===== config.mk =====
export PLATFORM = sky130hd
export DESIGN_NAME = instr_fetch
export DESIGN_NICKNAME = d
export VERILOG_FILES = /design/src/rtl/hack_pkg.sv /design/src/rtl/fetch_fifo.sv /design/src/rtl/instr_fetch.sv
export SDC_FILE = /design/constraint.sdc
export NUM_CORES = 1
export LEC_CHECK = 0
export BUFFER_PORTS_ARGS = -buffer_cell sky130_fd_sc_hd__buf_2
export CAP_MARGIN = 30
export CORE_MARGIN = 2
export CORE_UTILIZATION = 56
export DETAILED_ROUTE_END_ITERATION = 12
export MAX_ROUTING_LAYER = met4
export PLACE_DENSITY = 0.8
export SLEW_MARGIN = 20
export SYNTH_ARGS = -nofsm -noshare
export SYNTH_HDL_FRONTEND = slang
export SYNTH_SLANG_ARGS = --single-unit

===== constraint.sdc =====
create_clock -name clk -period 3.05 [get_ports clk]
set_clock_uncertainty 0.2 [all_clocks]
set_input_delay 0.1525 -clock clk [delete_from_list [all_inputs] [get_ports clk]]
set_output_delay 0.1525 -clock clk [all_outputs]
set_load 0.01 [all_outputs]

===== src/rtl/hack_pkg.sv =====
`default_nettype none
// ============================================================================
// Module      : hack_pkg
// Description : Shared widths and state encoding for the Hack CPU fetch path.
// Revision    : 1.0 - initial release
// ============================================================================
package hack_pkg;

    localparam int WORD_W  = 16;
    localparam int ADDR_W  = 16;
    // One buffer entry carries the fetch address above the instruction word.
    localparam int ENTRY_W = ADDR_W + WORD_W;

    typedef enum logic [1:0] {
        IDLE  = 2'd0,
        FETCH = 2'd1,
        DRAIN = 2'd2
    } fetch_state_t;

endpackage
`default_nettype wire


===== src/rtl/fetch_fifo.sv =====
`default_nettype none
// ============================================================================
// Module      : fetch_fifo
// Description : Small prefetch FIFO with synchronous push/pop/flush and an
//               occupancy count. Flush wins over push and pop.
// Revision    : 1.0 - initial release
// ============================================================================
module fetch_fifo
    import hack_pkg::*;
#(
    parameter int DEPTH = 2,
    parameter int WIDTH = ENTRY_W,
    parameter int CNT_W = $clog2(DEPTH + 1)
) (
    input  logic             clk,
    input  logic             reset_n,
    input  logic             push,
    input  logic [WIDTH-1:0] push_data,
    input  logic             pop,
    input  logic             flush,
    output logic [WIDTH-1:0] head_data,
    output logic [CNT_W-1:0] count
);

    localparam int PTR_W = (DEPTH > 1) ? $clog2(DEPTH) : 1;
    localparam logic [PTR_W-1:0] c_last_ptr = PTR_W'(DEPTH - 1);
    localparam logic [CNT_W-1:0] c_full_cnt = CNT_W'(DEPTH);

    logic [WIDTH-1:0] r_mem [DEPTH];
    logic [PTR_W-1:0] r_rd_ptr;
    logic [PTR_W-1:0] r_wr_ptr;
    logic [CNT_W-1:0] r_count;

    logic w_do_push;
    logic w_do_pop;

    // Pointers wrap explicitly so a depth of one still works.
    function automatic logic [PTR_W-1:0] next_ptr(input logic [PTR_W-1:0] ptr);
        return (ptr == c_last_ptr) ? '0 : ptr + PTR_W'(1);
    endfunction

    // Full-guarded push and empty-guarded pop keep the count in range.
    assign w_do_push = push && (r_count != c_full_cnt);
    assign w_do_pop  = pop  && (r_count != '0);

    // Storage, pointers and occupancy; flush empties without touching data.
    always_ff @(posedge clk or negedge reset_n) begin
        if (!reset_n) begin
            for (int i = 0; i < DEPTH; i++) begin
                r_mem[i] <= '0;
            end
            r_rd_ptr <= '0;
            r_wr_ptr <= '0;
            r_count  <= '0;
        end else if (flush) begin
            r_rd_ptr <= '0;
            r_wr_ptr <= '0;
            r_count  <= '0;
        end else begin
            if (w_do_push) begin
                r_mem[r_wr_ptr] <= push_data;
                r_wr_ptr        <= next_ptr(r_wr_ptr);
            end
            if (w_do_pop) begin
                r_rd_ptr <= next_ptr(r_rd_ptr);
            end
            case ({w_do_push, w_do_pop})
                2'b10:   r_count <= r_count + CNT_W'(1);
                2'b01:   r_count <= r_count - CNT_W'(1);
                default: r_count <= r_count;
            endcase
        end
    end

    assign head_data = r_mem[r_rd_ptr];
    assign count     = r_count;

endmodule
`default_nettype wire


===== src/rtl/instr_fetch.sv =====
`default_nettype none
// ============================================================================
// Module      : instr_fetch
// Description : Hack CPU instruction-fetch front end. Issues single-word ROM
//               reads over req/ack, buffers returned words and hands them to
//               decode over valid/ready. A redirect flushes and refetches.
// Revision    : 1.0 - initial release
// ============================================================================
module instr_fetch
    import hack_pkg::*;
#(
    parameter int                DEPTH      = 2,
    parameter logic [ADDR_W-1:0] RESET_ADDR = 16'h0000
) (
    input  logic              clk,
    input  logic              reset_n,
    output logic              mem_req,
    output logic [ADDR_W-1:0] mem_addr,
    input  logic              mem_ack,
    input  logic [WORD_W-1:0] mem_rdata,
    output logic              instr_valid,
    output logic [WORD_W-1:0] instr_data,
    output logic [ADDR_W-1:0] instr_addr,
    input  logic              instr_ready,
    input  logic              redirect,
    input  logic [ADDR_W-1:0] redirect_addr
);

    localparam int               CNT_W      = $clog2(DEPTH + 1);
    localparam logic [CNT_W-1:0] c_full_cnt = CNT_W'(DEPTH);

    fetch_state_t      r_state;
    fetch_state_t      w_state_next;
    logic [ADDR_W-1:0] r_fetch_addr;
    logic [ADDR_W-1:0] w_fetch_addr_next;
    // Address of the abandoned request while draining; fetch_addr already
    // points at the redirect target by then.
    logic [ADDR_W-1:0] r_drain_addr;
    logic [ADDR_W-1:0] w_drain_addr_next;

    logic               w_complete;
    logic               w_push;
    logic               w_pop;
    logic [CNT_W-1:0]   w_count;
    logic [CNT_W-1:0]   w_count_next;
    logic               w_space;
    logic [ENTRY_W-1:0] w_head;

    // A request is outstanding in every state except IDLE.
    assign w_complete   = (r_state != IDLE) && mem_ack;
    assign w_push       = (r_state == FETCH) && w_complete && !redirect;
    assign w_pop        = instr_valid && instr_ready;
    assign w_space      = (w_count != c_full_cnt);
    assign w_count_next = w_count + CNT_W'(w_push) - CNT_W'(w_pop && (w_count != '0));

    fetch_fifo #(
        .DEPTH (DEPTH),
        .WIDTH (ENTRY_W),
        .CNT_W (CNT_W)
    ) u_fifo (
        .clk       (clk),
        .reset_n   (reset_n),
        .push      (w_push),
        .push_data ({r_fetch_addr, mem_rdata}),
        .pop       (w_pop),
        .flush     (redirect),
        .head_data (w_head),
        .count     (w_count)
    );

    assign instr_valid = (w_count != '0);
    assign instr_addr  = w_head[ENTRY_W-1:WORD_W];
    assign instr_data  = w_head[WORD_W-1:0];

    // State and fetch pointers advance on the clock, cleared asynchronously.
    always_ff @(posedge clk or negedge reset_n) begin
        if (!reset_n) begin
            r_state      <= IDLE;
            r_fetch_addr <= RESET_ADDR;
            r_drain_addr <= RESET_ADDR;
        end else begin
            r_state      <= w_state_next;
            r_fetch_addr <= w_fetch_addr_next;
            r_drain_addr <= w_drain_addr_next;
        end
    end

    // Next-state, pointer update and ROM request outputs.
    always_comb begin
        w_state_next      = r_state;
        w_fetch_addr_next = r_fetch_addr;
        w_drain_addr_next = r_drain_addr;
        mem_req           = 1'b0;
        mem_addr          = r_fetch_addr;

        case (r_state)
            IDLE: begin
                // A redirect flushes the buffer, so space is guaranteed.
                if (redirect || w_space) begin
                    w_state_next = FETCH;
                end
            end
            FETCH: begin
                mem_req = 1'b1;
                if (redirect) begin
                    // An unfinished request must still be seen through.
                    w_state_next      = w_complete ? FETCH : DRAIN;
                    w_drain_addr_next = r_fetch_addr;
                end else if (w_complete) begin
                    w_fetch_addr_next = r_fetch_addr + ADDR_W'(1);
                    w_state_next      = (w_count_next != c_full_cnt) ? FETCH : IDLE;
                end
            end
            DRAIN: begin
                mem_req  = 1'b1;
                mem_addr = r_drain_addr;
                if (w_complete) begin
                    w_state_next = FETCH;
                end
            end
            default: begin
                w_state_next = IDLE;
            end
        endcase

        if (redirect) begin
            w_fetch_addr_next = redirect_addr;
        end
    end

endmodule
`default_nettype wire


==> summary.txt, run 1 <==
Run status
  – Status: finished with violations
  – Failing checks: negative hold slack

Critical path
  – Reg-to-reg critical path endpoint: r_state[0]
  – Critical-path maximum fanout: 7
  – Crit path from: r_state[0]
  – WP buf/inv: 2
  – Crit path depth: 11
  – R2R cell count: 11
  – Top delay family on crit path: adder cells
  – R2R Path Start: r_state[0]
  – Startpoint types: flop
  – Most frequent CP cell: ha_1
  – Crit-path slowest cell: dfrtp_1
  – Crit-path max cell delay: 0.41 ns
  – Critical path cell sequence: inv_1 -> ha_1 -> nand3b_1 -> nand2b_1 -> ha_1 -> inv_1 -> ha_1 -> xnor2_1 -> xnor2_1 -> a31oi_1 -> o31a_1
  – FF-to-FF setup slack: 0.39 ns
  – Worst Setup EP: r_state[0]
  – WP data arrival: 2.71 ns
  – Setup CP Type: reg2reg
  – CP required: 3.10 ns
  – Endpoint type of the worst setup path: flop

Synth
  – Top FF cell, synth: dfrtp_1
  – Cell Area, Synth: 4940 sq um
  – Avg Inst Size Synth: 12.6 sq um
  – EDFF count, synth: 0
  – Synth Warn #: 0
  – Sequential share of the synthesized area: 0.516
  – Ys async rst share: 1.00
  – Mapped Nets: 435
  – Seq cells post-synth: 102
  – Synth Instances: 391
  – Unique masters post-synth: 40

Finish
  – Area Growth Syn to Fin: 23.0%
  – Net count, final: 553
  – Commonest non-fill, non-tap cell in the layout: mux2_2
  – Commonest cells after routing, fill and taps aside: 126 x mux2_2, 102 x dfrtp_1, 85 x buf_2
  – Register area: 2550 sq um
  – Multi-input combinational cell area: 2250 sq um
  – Share of layout cells above drive strength 1: 0.477
  – N_diodes: 0
  – Fillcell total: 619

CTS
  – CTS sink count: 102
  – Clock transition at path regs: 0.10 ns
  – Clk_lat worst skew: 0.36 ns
  – TritonCTS clock tree: done
  – Setup repair bufs after CTS: 0
  – Clock root buffer: clkbuf_8
  – Hold-fix buffers, CTS: 37
  – TritonCTS Buffers: 9
  – Clock Tree Buf Depth: 2
  – H-tree level count: 3
  – PostCTS Resize Cnt: 0

GRT
  – First-pass GRT wire length: 18000 microns
  – Initial antenna violation count: 0
  – Global route overflow: 0
  – Largest net degree at the start of global routing: 73
  – Vias in the first global route: 3693
  – Tot GR Track Use: 0.241

Placed design
  – Worst slack, placed: 0.420 ns
  – Hpwl dp: 6580 microns
  – Placer Congestion: 0.864
  – I/O Buffers: 86

Timing
  – Worst slew pin tran: 0.634 ns
  – Period utilisation layout: 0.873
  – Final setup viols: 0
  – Fmax: 0.376 GHz
  – Min Hold Slack: -0.00262 ns
  – Slew headroom: 0.576
  – Final min period: 2.66 ns
  – Fin. max-slew vios: 0
  – Worst setup margin: 0.387 ns
  – Setup_tns: 0 ns
  – RSZ-0062 raised after global routing: false
  – Final Hold Violating Endpoints: 3

Floorplan
  – Die width: 97.9 microns
  – Height of the die: 97.9 microns
  – # IOs: 87
  – # rows: 34
  – Initial Utilization: 0.572
  – Core ar.: 8640 sq um
  – Die footprint: 9590 sq um

Drt
  – Drc violations: 0
  – Routed vias: 3488
  – DRT antenna net count: 0
  – Initial DRC count: 158
  – Routed len/inst: 17.1 microns
  – Detail-routed via count per cell: 5.61
  – First-pass DRT Iterations: 4
  – Drt total wl: 10700 microns

Power
  – Leakage: 2.82 nW
  – NetSw: 1.58 mW
  – Switch share: 0.323
  – Internal: 3.32 mW
  – Flop pwr share: 0.440
  – Combinational share of power: 0.384
  – Peak supply drop: 0.471 mV
  – Power density cells: 805 nW/um^2
  – Clk pwr share: 0.176

Flow run
  – Max-Cap Viols: 0

Min path
  – Min-delay worst type: in2async
-- power groups by stage --
stage	combinational, mW	clock [mW]	sequential [mW]
after floorplan	1.34	0	2.05
after global placement	1.79	0	2.13
after detailed placement	1.84	0	2.18
after CTS	1.89	0.878	2.15
after global routing	2.05	0.942	2.22
final	1.88	0.860	2.16
-- routing by layer --
layer	routed length [microns]	GRT usage	part of all wire	vias up
met5	0	-	0	-
met4	105	0.0556	0.0099	0
met3	496	0.0458	0.047	9
met2	5460	0.404	0.51	110
met1	4600	0.306	0.43	1749
li1	-	-	-	1620
-- metrics by stage --
| stage | util | hold slack [ns] | std cells | instance area [sq um] | power [mW] |
|---|---|---|---|---|---|
| 2_1_floorplan | - | -0.343 | 391 | 4940 | 3.39 |
| 3_3_place_gp | 0.635 | 0.130 | 568 | 5480 | 3.92 |
| 3_5_place_dp | 0.635 | 0.138 | 568 | 5480 | 4.02 |
| 4_1_cts | 0.701 | 0.280 | 621 | 6050 | 4.92 |
| 5_1_grt | 0.704 | 0.00378 | 622 | 6080 | 5.21 |
| 6_report | 0.704 | -0.00262 | 622 | 6080 | 4.90 |
-- layout make-up --
type / instances / area share
multi-input combinational: 254 / 0.371
inverter: 7 / 0.00432
clock inverter: 5 / 0.00967
timing repair buffer: 135 / 0.150
clock buffer: 11 / 0.0233
sequential: 102 / 0.420
tap: 108 / 0.0222
-- cell families (layout without fill, tap and decap cells) --
logic type,after synthesis,in the layout,share of synthesized area
fa+ha+maj,7,7,0.0177
xor+xnor,12,12,0.0213
buf+inv,35,158,0.0289
mux,130,130,0.295
compound gates,33,33,0.0428
simple gates,72,72,0.0777
flops,102,102,0.516
-- registers in the layout (all words and copies together), names as in the netlist --
register,cells
u_fifo.r_wr_ptr,1
u_fifo.r_rd_ptr,1
u_fifo.r_mem,64
r_state,2
r_drain_addr,16
u_fifo.count,2
r_fetch_addr,16
-- worst min path at each step --
stage / endpoint / startpoint / slack (ns) / cells after the start
2_1_floorplan: r_drain_addr[0] / reset_n / -0.34 / 0
3_3_place_gp: u_fifo.r_mem[14] / reset_n / 0.13 / 1
3_5_place_dp: u_fifo.r_mem[14] / reset_n / 0.14 / 1
4_1_cts: u_fifo.r_mem[14] / reset_n / 0.28 / 2
5_1_grt: u_fifo.r_mem[44] / reset_n / 0.004 / 2
6_report: u_fifo.r_mem[44] / reset_n / -0.003 / 2
-- Yosys cell counts, types with 2 or more instances --
cell type  count  area share
a21oi_1        2      0.0020
nor3b_1        2      0.0030
a31oi_1        4      0.0051
buf_1          3      0.0023
xnor2_1       11       0.019
inv_1          7      0.0053
o21ai_0       16       0.016
dfrtp_1      102        0.52
or2_2          2      0.0025
nor4_1         5      0.0063
nor2b_1        3      0.0038
mux2i_1        4      0.0081
nand3_1        5      0.0051
nor2_1        10      0.0076
nor3_1         6      0.0061
a221o_1        3      0.0061
a22oi_1        2      0.0030
buf_2          8      0.0081
nand4_1        3      0.0038
mux2_2       126        0.29
nand2b_1       2      0.0025
ha_1           7       0.018
nand2_1       25       0.019
or3_1          2      0.0025
clkbuf_1      16       0.012
No activity file was read; power rests on OpenSTA's default activity.
==> inputs of run 2 (changes only) <==
BUFFER_PORTS_ARGS = -buffer_cell sky130_fd_sc_hd__buf_4   (was -buffer_cell sky130_fd_sc_hd__buf_2)
==> run 2 against run 1 <==
The run now ends clean. Fmax up 1.9%. Combinational power up 11%. Power up 4.1%. Sequential share of layout area down 1.1 points. Largest power group unchanged. Die area unchanged. Critical path depth unchanged. Clock-buffer cell count down 1. Critical endpoint unchanged. Global-route usage down 0.089 points. Highest routed layer unchanged. Sequential power about the same. First-iteration DRC count down 18%.
==> summary.txt, run 2 (synthesis results as in run 1) <==
Timing
  – RSZ-0062 raised after global routing: false
  – Worst slew pin tran: 0.847 ns (+0.213 ns)
  – Fmax: 0.383 GHz (+1.9%)
  – Final Hold Violating Endpoints: 0 (-3)
  – Setup_tns: 0 ns (unchanged)
  – Period utilisation layout: 0.857 (-0.0164)
  – Fin. max-slew vios: 0 (unchanged)
  – Slew headroom: 0.434 (-0.142)
  – Final setup viols: 0 (unchanged)
  – Final min period: 2.61 ns (-0.0500 ns)

Floorplan
  – # IOs: 87 (unchanged)
  – Core ar.: 8640 sq um (unchanged)
  – # rows: 34 (unchanged)
  – Height of the die: 97.9 microns (unchanged)
  – Die width: 97.9 microns (unchanged)
  – Die footprint: 9590 sq um (unchanged)
  – Initial Utilization: 0.572 (unchanged)

Critical path
  – Reg-to-reg critical path endpoint: r_state[0]
  – CP required: 3.11 ns (about the same)
  – Critical-path maximum fanout: 7 (unchanged)
  – R2R cell count: 11 (unchanged)
  – Startpoint types: flop
  – R2R Path Start: r_state[0]
  – Endpoint type of the worst setup path: flop
  – Most frequent CP cell: ha_1
  – Crit-path slowest cell: dfrtp_1
  – WP data arrival: 2.67 ns (-0.04 ns)
  – Setup CP Type: reg2reg
  – Crit-path max cell delay: 0.38 ns (-0.03 ns)
  – Critical path cell sequence: inv_1 -> ha_1 -> nand3b_1 -> nand2b_1 -> ha_1 -> inv_1 -> ha_1 -> xnor2_1 -> xnor2_1 -> a31oi_1 -> o31a_1
  – FF-to-FF setup slack: 0.44 ns (+0.05 ns)

GRT
  – Global route overflow: 0 (unchanged)
  – Largest net degree at the start of global routing: 71 (-2.7%)
  – Tot GR Track Use: 0.240 (-0.000890)
  – First-pass GRT wire length: 17700 microns (-1.7%)
  – Vias in the first global route: 3604 (-2.4%)
  – Initial antenna violation count: 0 (unchanged)

Placed design
  – I/O Buffers: 86 (unchanged)
  – Placer Congestion: 0.829 (-4.1%)
  – Hpwl dp: 6690 microns (+1.5%)

Drt
  – Detail-routed via count per cell: 5.57 (-0.68%)
  – First-pass DRT Iterations: 4 (unchanged)
  – Drc violations: 0 (unchanged)
  – Initial DRC count: 130 (-18%)
  – Routed vias: 3431 (-1.6%)
  – DRT antenna net count: 0 (unchanged)
  – Drt total wl: 10500 microns (-1.2%)
  – Routed len/inst: 17.1 microns (-0.21%)

CTS
  – CTS sink count: 102 (unchanged)
  – Clock Tree Buf Depth: 2 (unchanged)
  – Clock transition at path regs: 0.10 ns (about the same)
  – TritonCTS clock tree: done
  – TritonCTS Buffers: 9 (unchanged)
  – H-tree level count: 3 (unchanged)
  – Clk_lat worst skew: 0.37 ns (about the same)
  – Clock root buffer: clkbuf_8
  – PostCTS Resize Cnt: 0 (unchanged)

Finish
  – Net count, final: 547 (-1.1%)
  – Finished Core Util: 0.724 (+0.0196)
  – Max reg flops: 64 (unchanged)
  – Area Growth Syn to Fin: 26.5%
  – Fillcell total: 616 (-0.48%)
  – Largest Register: u_fifo.r_mem
  – N_diodes: 0 (unchanged)
  – Top Registers: u_fifo.r_mem: 64 flops, r_drain_addr: 16 flops, r_fetch_addr: 16 flops
  – Commonest cells after routing, fill and taps aside: 126 x mux2_2, 102 x dfrtp_1, 91 x buf_4
  – Commonest non-fill, non-tap cell in the layout: mux2_2
  – Share of layout cells above drive strength 1: 0.472 (-0.00421)

Power
  – Peak supply drop: 0.467 mV (-0.82%)
  – Power density cells: 816 nW/um^2 (+1.3%)
  – Leakage: 2.85 nW (+0.89%)

Min path
  – Min-delay worst type: in2async

Flow run
  – Max-Cap Viols: 0 (unchanged)

Run status
  – Status: completed
==> run 2: cell count changes in the layout (fill, tap and decap cells not counted), sizes merged <==
| cell | change |
|---|---|
| clkbuf | -1 |
| dlygate4sd3 | -1 |
| clkinv | -2 |
| inv | +1 |
| clkinvlp | +2 |
| buf | -5 |
==> run 2: through the flow <==
| step | power (mW) | instances | hold WS, ns | worst slack [ns] | area [sq um] |
|---|---|---|---|---|---|
| 2_1_floorplan | 3.39 | 391 | -0.343 | 0.573 | 4940 |
| 3_5_place_dp | 4.22 | 564 | -0.0813 | 0.441 | 5690 |
| 4_1_cts | 5.11 | 616 | 0.0564 | 0.420 | 6250 |
| 6_report | 5.10 | 616 | 0.0525 | 0.437 | 6250 |
| 5_1_grt | 5.42 | 616 | 0.0769 | 0.222 | 6250 |
| 3_3_place_gp | 4.11 | 564 | -0.0891 | 0.514 | 5690 |
==> run 2: worst max path at each step <==
stage / startpoint / to / slack, ns / depth (start not counted)
6_report: r_state[0] / r_state[0] / 0.44 / 11
5_1_grt: r_state[1] / r_state[0] / 0.22 / 11
4_1_cts: r_state[0] / r_state[0] / 0.42 / 11
3_5_place_dp: r_state[0] / r_state[0] / 0.44 / 11
3_3_place_gp: r_state[0] / r_state[0] / 0.51 / 11
2_1_floorplan: r_state[0] / r_state[0] / 0.57 / 11
==> run 2: final cells by class <==
type / count / area (sq um) / share of cell area
sequential: 102 / 2550 / 0.408
multi-input combinational: 254 / 2250 / 0.361
timing repair buffer: 129 / 1080 / 0.173
tap: 108 / 135 / 0.0216
clock buffer: 10 / 128 / 0.0204
clock inverter: 6 / 71.3 / 0.0114
inverter: 7 / 26.3 / 0.00420
==> run 2: repair_timing <==
action | CTS | global route
hold buffers | 36 | 0
endpoints found under the hold margin | 154 | 0
setup buffers | 0 | 0
==> run 2: power by group <==
part	internal, mW	switching [mW]
clock	0.385	0.475
combinational	1.23	0.847
sequential	1.85	0.303
==> run 2: worst max-delay path, delay by kind of cell, from the launching register on <==
kind	cells	cell delay (ns)
AOI/OAI and AO/OA	2	0.33
xor gates and xnor gates	2	0.31
adders and majority gates	3	0.76
buffers and inverters	2	0.12
DFF	1	0.38
and+or+nand+nor	2	0.39
==> run 2: metal layers <==
| layer | vias up | wire [microns] | global-route usage |
|---|---|---|---|
| met5 | - | 0 | - |
| met4 | 0 | 212 | 0.0759 |
| met3 | 21 | 547 | 0.0437 |
| met2 | 96 | 5110 | 0.386 |
| met1 | 1699 | 4660 | 0.312 |
| li1 | 1615 | - | - |
==> inputs of run 3 (changes only) <==
CAP_MARGIN = default   (was 30)
REMOVE_ABC_BUFFERS = 1   (was default)
SLEW_MARGIN = default   (was 20)
==> run 3 against run 2 <==
Fmax is 2.0% lower. Non-clock buffer count up 2. Clock-buffer cell count down 1. First-iteration DRC count down 20%. Core utilization is 0.52 points higher. Hold slack got worse by 0.036 ns. Power rose by 2.7%. Global-route usage down 1.5 points. Critical path type unchanged.
==> summary.txt, run 3 (synthesis results as in run 1) <==
Run status
  – Status: completed

Drt
  – Drc violations: 0 (unchanged)
  – Drt total wl: 10300 microns (-2.5%)
  – Routed vias: 3383 (-1.4%)
  – Routed len/inst: 16.6 microns (-2.8%)
  – DRT antenna net count: 0 (unchanged)
  – First-pass DRT Iterations: 5 (+1)
  – Initial DRC count: 104 (-20%)
  – Detail-routed via count per cell: 5.47 (-1.7%)

Placed design
  – Worst slack, placed: 0.425 ns (-0.0165 ns)
  – Hpwl dp: 6450 microns (-3.5%)
  – I/O Buffers: 86 (unchanged)
  – Placer Congestion: 0.769 (-7.2%)

Min path
  – Min-delay worst type: in2reg

GRT
  – Vias in the first global route: 3438 (-4.6%)
  – Met3 global-route usage: 0.0301 (-0.0136)
  – Grt met1 use: 0.307 (-0.00508)
  – Largest net degree at the start of global routing: 75 (+5.6%)
  – First-pass GRT wire length: 16900 microns (-4.9%)
  – Tot GR Track Use: 0.225 (-0.0154)
  – GR Layer Usage met2: 0.360 (-0.0258)
  – GRT Max-Usage Layer: met2
  – Initial antenna violation count: 0 (unchanged)
  – Global route overflow: 0 (unchanged)

Flow run
  – Max-Cap Viols: 0 (unchanged)

CTS
  – TritonCTS Buffers: 9 (unchanged)
  – Clock transition at path regs: 0.10 ns (about the same)
  – Clock Tree Buf Depth: 2 (unchanged)
  – Setup repair bufs after CTS: 0 (unchanged)
  – TritonCTS clock tree: done
  – CTS sink count: 102 (unchanged)
  – Clock root buffer: clkbuf_8
  – H-tree level count: 3 (unchanged)
  – Clk_lat worst skew: 0.36 ns (about the same)

Timing
  – Worst setup margin: 0.385 ns (-0.0523 ns)
  – Final setup viols: 0 (unchanged)
  – Worst slew pin tran: 0.923 ns (+0.0758 ns)
  – RSZ-0062 raised after global routing: false
  – Slew headroom: 0.385 (-0.0491)
  – Fin. max-slew vios: 0 (unchanged)
  – Fmax: 0.375 GHz (-2.0%)
  – Period utilisation layout: 0.874 (+0.0171)
  – Final Hold Violating Endpoints: 0 (unchanged)
  – Final min period: 2.66 ns (+0.0523 ns)
  – Setup_tns: 0 ns (unchanged)

Floorplan
  – Die footprint: 9590 sq um (unchanged)
  – # rows: 34 (unchanged)
  – Height of the die: 97.9 microns (unchanged)
  – Die width: 97.9 microns (unchanged)
  – Core ar.: 8640 sq um (unchanged)
  – Initial Utilization: 0.572 (unchanged)
  – # IOs: 87 (unchanged)

Power
  – Leakage: 2.89 nW (+1.5%)
  – Peak supply drop: 0.423 mV (-9.5%)
  – Power density cells: 831 nW/um^2 (+1.9%)

Finish
  – Commonest non-fill, non-tap cell in the layout: mux2_2
  – Commonest cells after routing, fill and taps aside: 126 x mux2_2, 102 x dfrtp_1, 95 x buf_4
  – Max reg flops: 64 (unchanged)
  – Area Growth Syn to Fin: 27.4%
  – Net count, final: 549 (+0.37%)
  – Share of layout cells above drive strength 1: 0.478 (+0.00599)
  – N_diodes: 0 (unchanged)
  – Largest Register: u_fifo.r_mem
  – Top Registers: u_fifo.r_mem: 64 flops, r_drain_addr: 16 flops, r_fetch_addr: 16 flops

Critical path
  – Critical-path maximum fanout: 7 (unchanged)
  – CP required: 3.11 ns (about the same)
  – WP data arrival: 2.72 ns (+0.05 ns)
  – Setup CP Type: reg2reg
  – Startpoint types: flop
  – Endpoint type of the worst setup path: flop
  – FF-to-FF setup slack: 0.39 ns (-0.05 ns)
-- run 3: changes by cell type in the layout (fill, tap and decap cells not counted), sizes merged --
cell	before	now
bufinv	1	3
clkinv	0	1
clkinvlp	4	1
buf	93	96
dlygate4sd3	36	35
clkbuf	10	9
inv	8	9
-- run 3: power breakdown --
part	switching, mW	internal (mW)
logic	0.830	1.23
registers	0.291	1.85
clock network	0.480	0.550
-- run 3: per-layer routing --
metal | vias to the layer above | share of wire
li1 | 1620 | -
met1 | 1678 | 0.46
met2 | 78 | 0.49
met3 | 7 | 0.042
met4 | 0 | 0.0083
met5 | - | 0
-- run 3: repair_timing --
action / in CTS / in global routing
hold endpoints to repair: 123 / 0
hold buffers: 35 / 0
setup endpoints to repair: 0 / 0
gates resized for setup: 0 / 0
-- run 3: critical path: stages, from the launching register on --
cell and delay, ns:
dfrtp_1 0.39, inv_1 0.09, ha_1 0.28, nand3b_1 0.20, nand2b_1 0.21, ha_1 0.30
inv_1 0.04, ha_1 0.17, xnor2_1 0.18, xnor2_1 0.14, a31oi_1 0.11, o31a_1 0.24
-- run 3: layout make-up --
type,instances,area (sq um)
sequential,102,2550
fill,610,2340
multi-input combinational,254,2250
timing repair buffer,131,1080
tap,108,135
clock buffer,9,124
clock inverter,7,120
inverter,7,26.3
-- run 3: final timing paths --
| kind | from | endpoint | cells after the start |
|---|---|---|---|
| setup / recovery | r_state[0] | r_state[0] | 11 |
| hold / removal | redirect | u_fifo.r_rd_ptr | 2 |
| setup reg to reg | r_state[0] | r_state[0] | 11 |
| hold reg to reg | r_drain_addr[2] | r_drain_addr[2] | 2 |
| max in group asynchronous | reset_n | r_drain_addr[12] | 3 |
| min in group asynchronous | reset_n | u_fifo.r_mem[47] | 2 |
-- run 3: stage by stage --
stage / std cells / utilization / hold slack, ns / area (sq um) / power, mW
final: 618 / 0.729 / 0.0160 / 6290 / 5.23
after floorplan: 363 / - / -0.343 / 4830 / 3.36
after global routing: 618 / 0.729 / 0.0400 / 6290 / 5.55
after global placement: 567 / 0.660 / 0.136 / 5700 / 4.10
after CTS: 618 / 0.729 / 0.00418 / 6290 / 5.25
after detailed placement: 567 / 0.660 / 0.153 / 5700 / 4.19
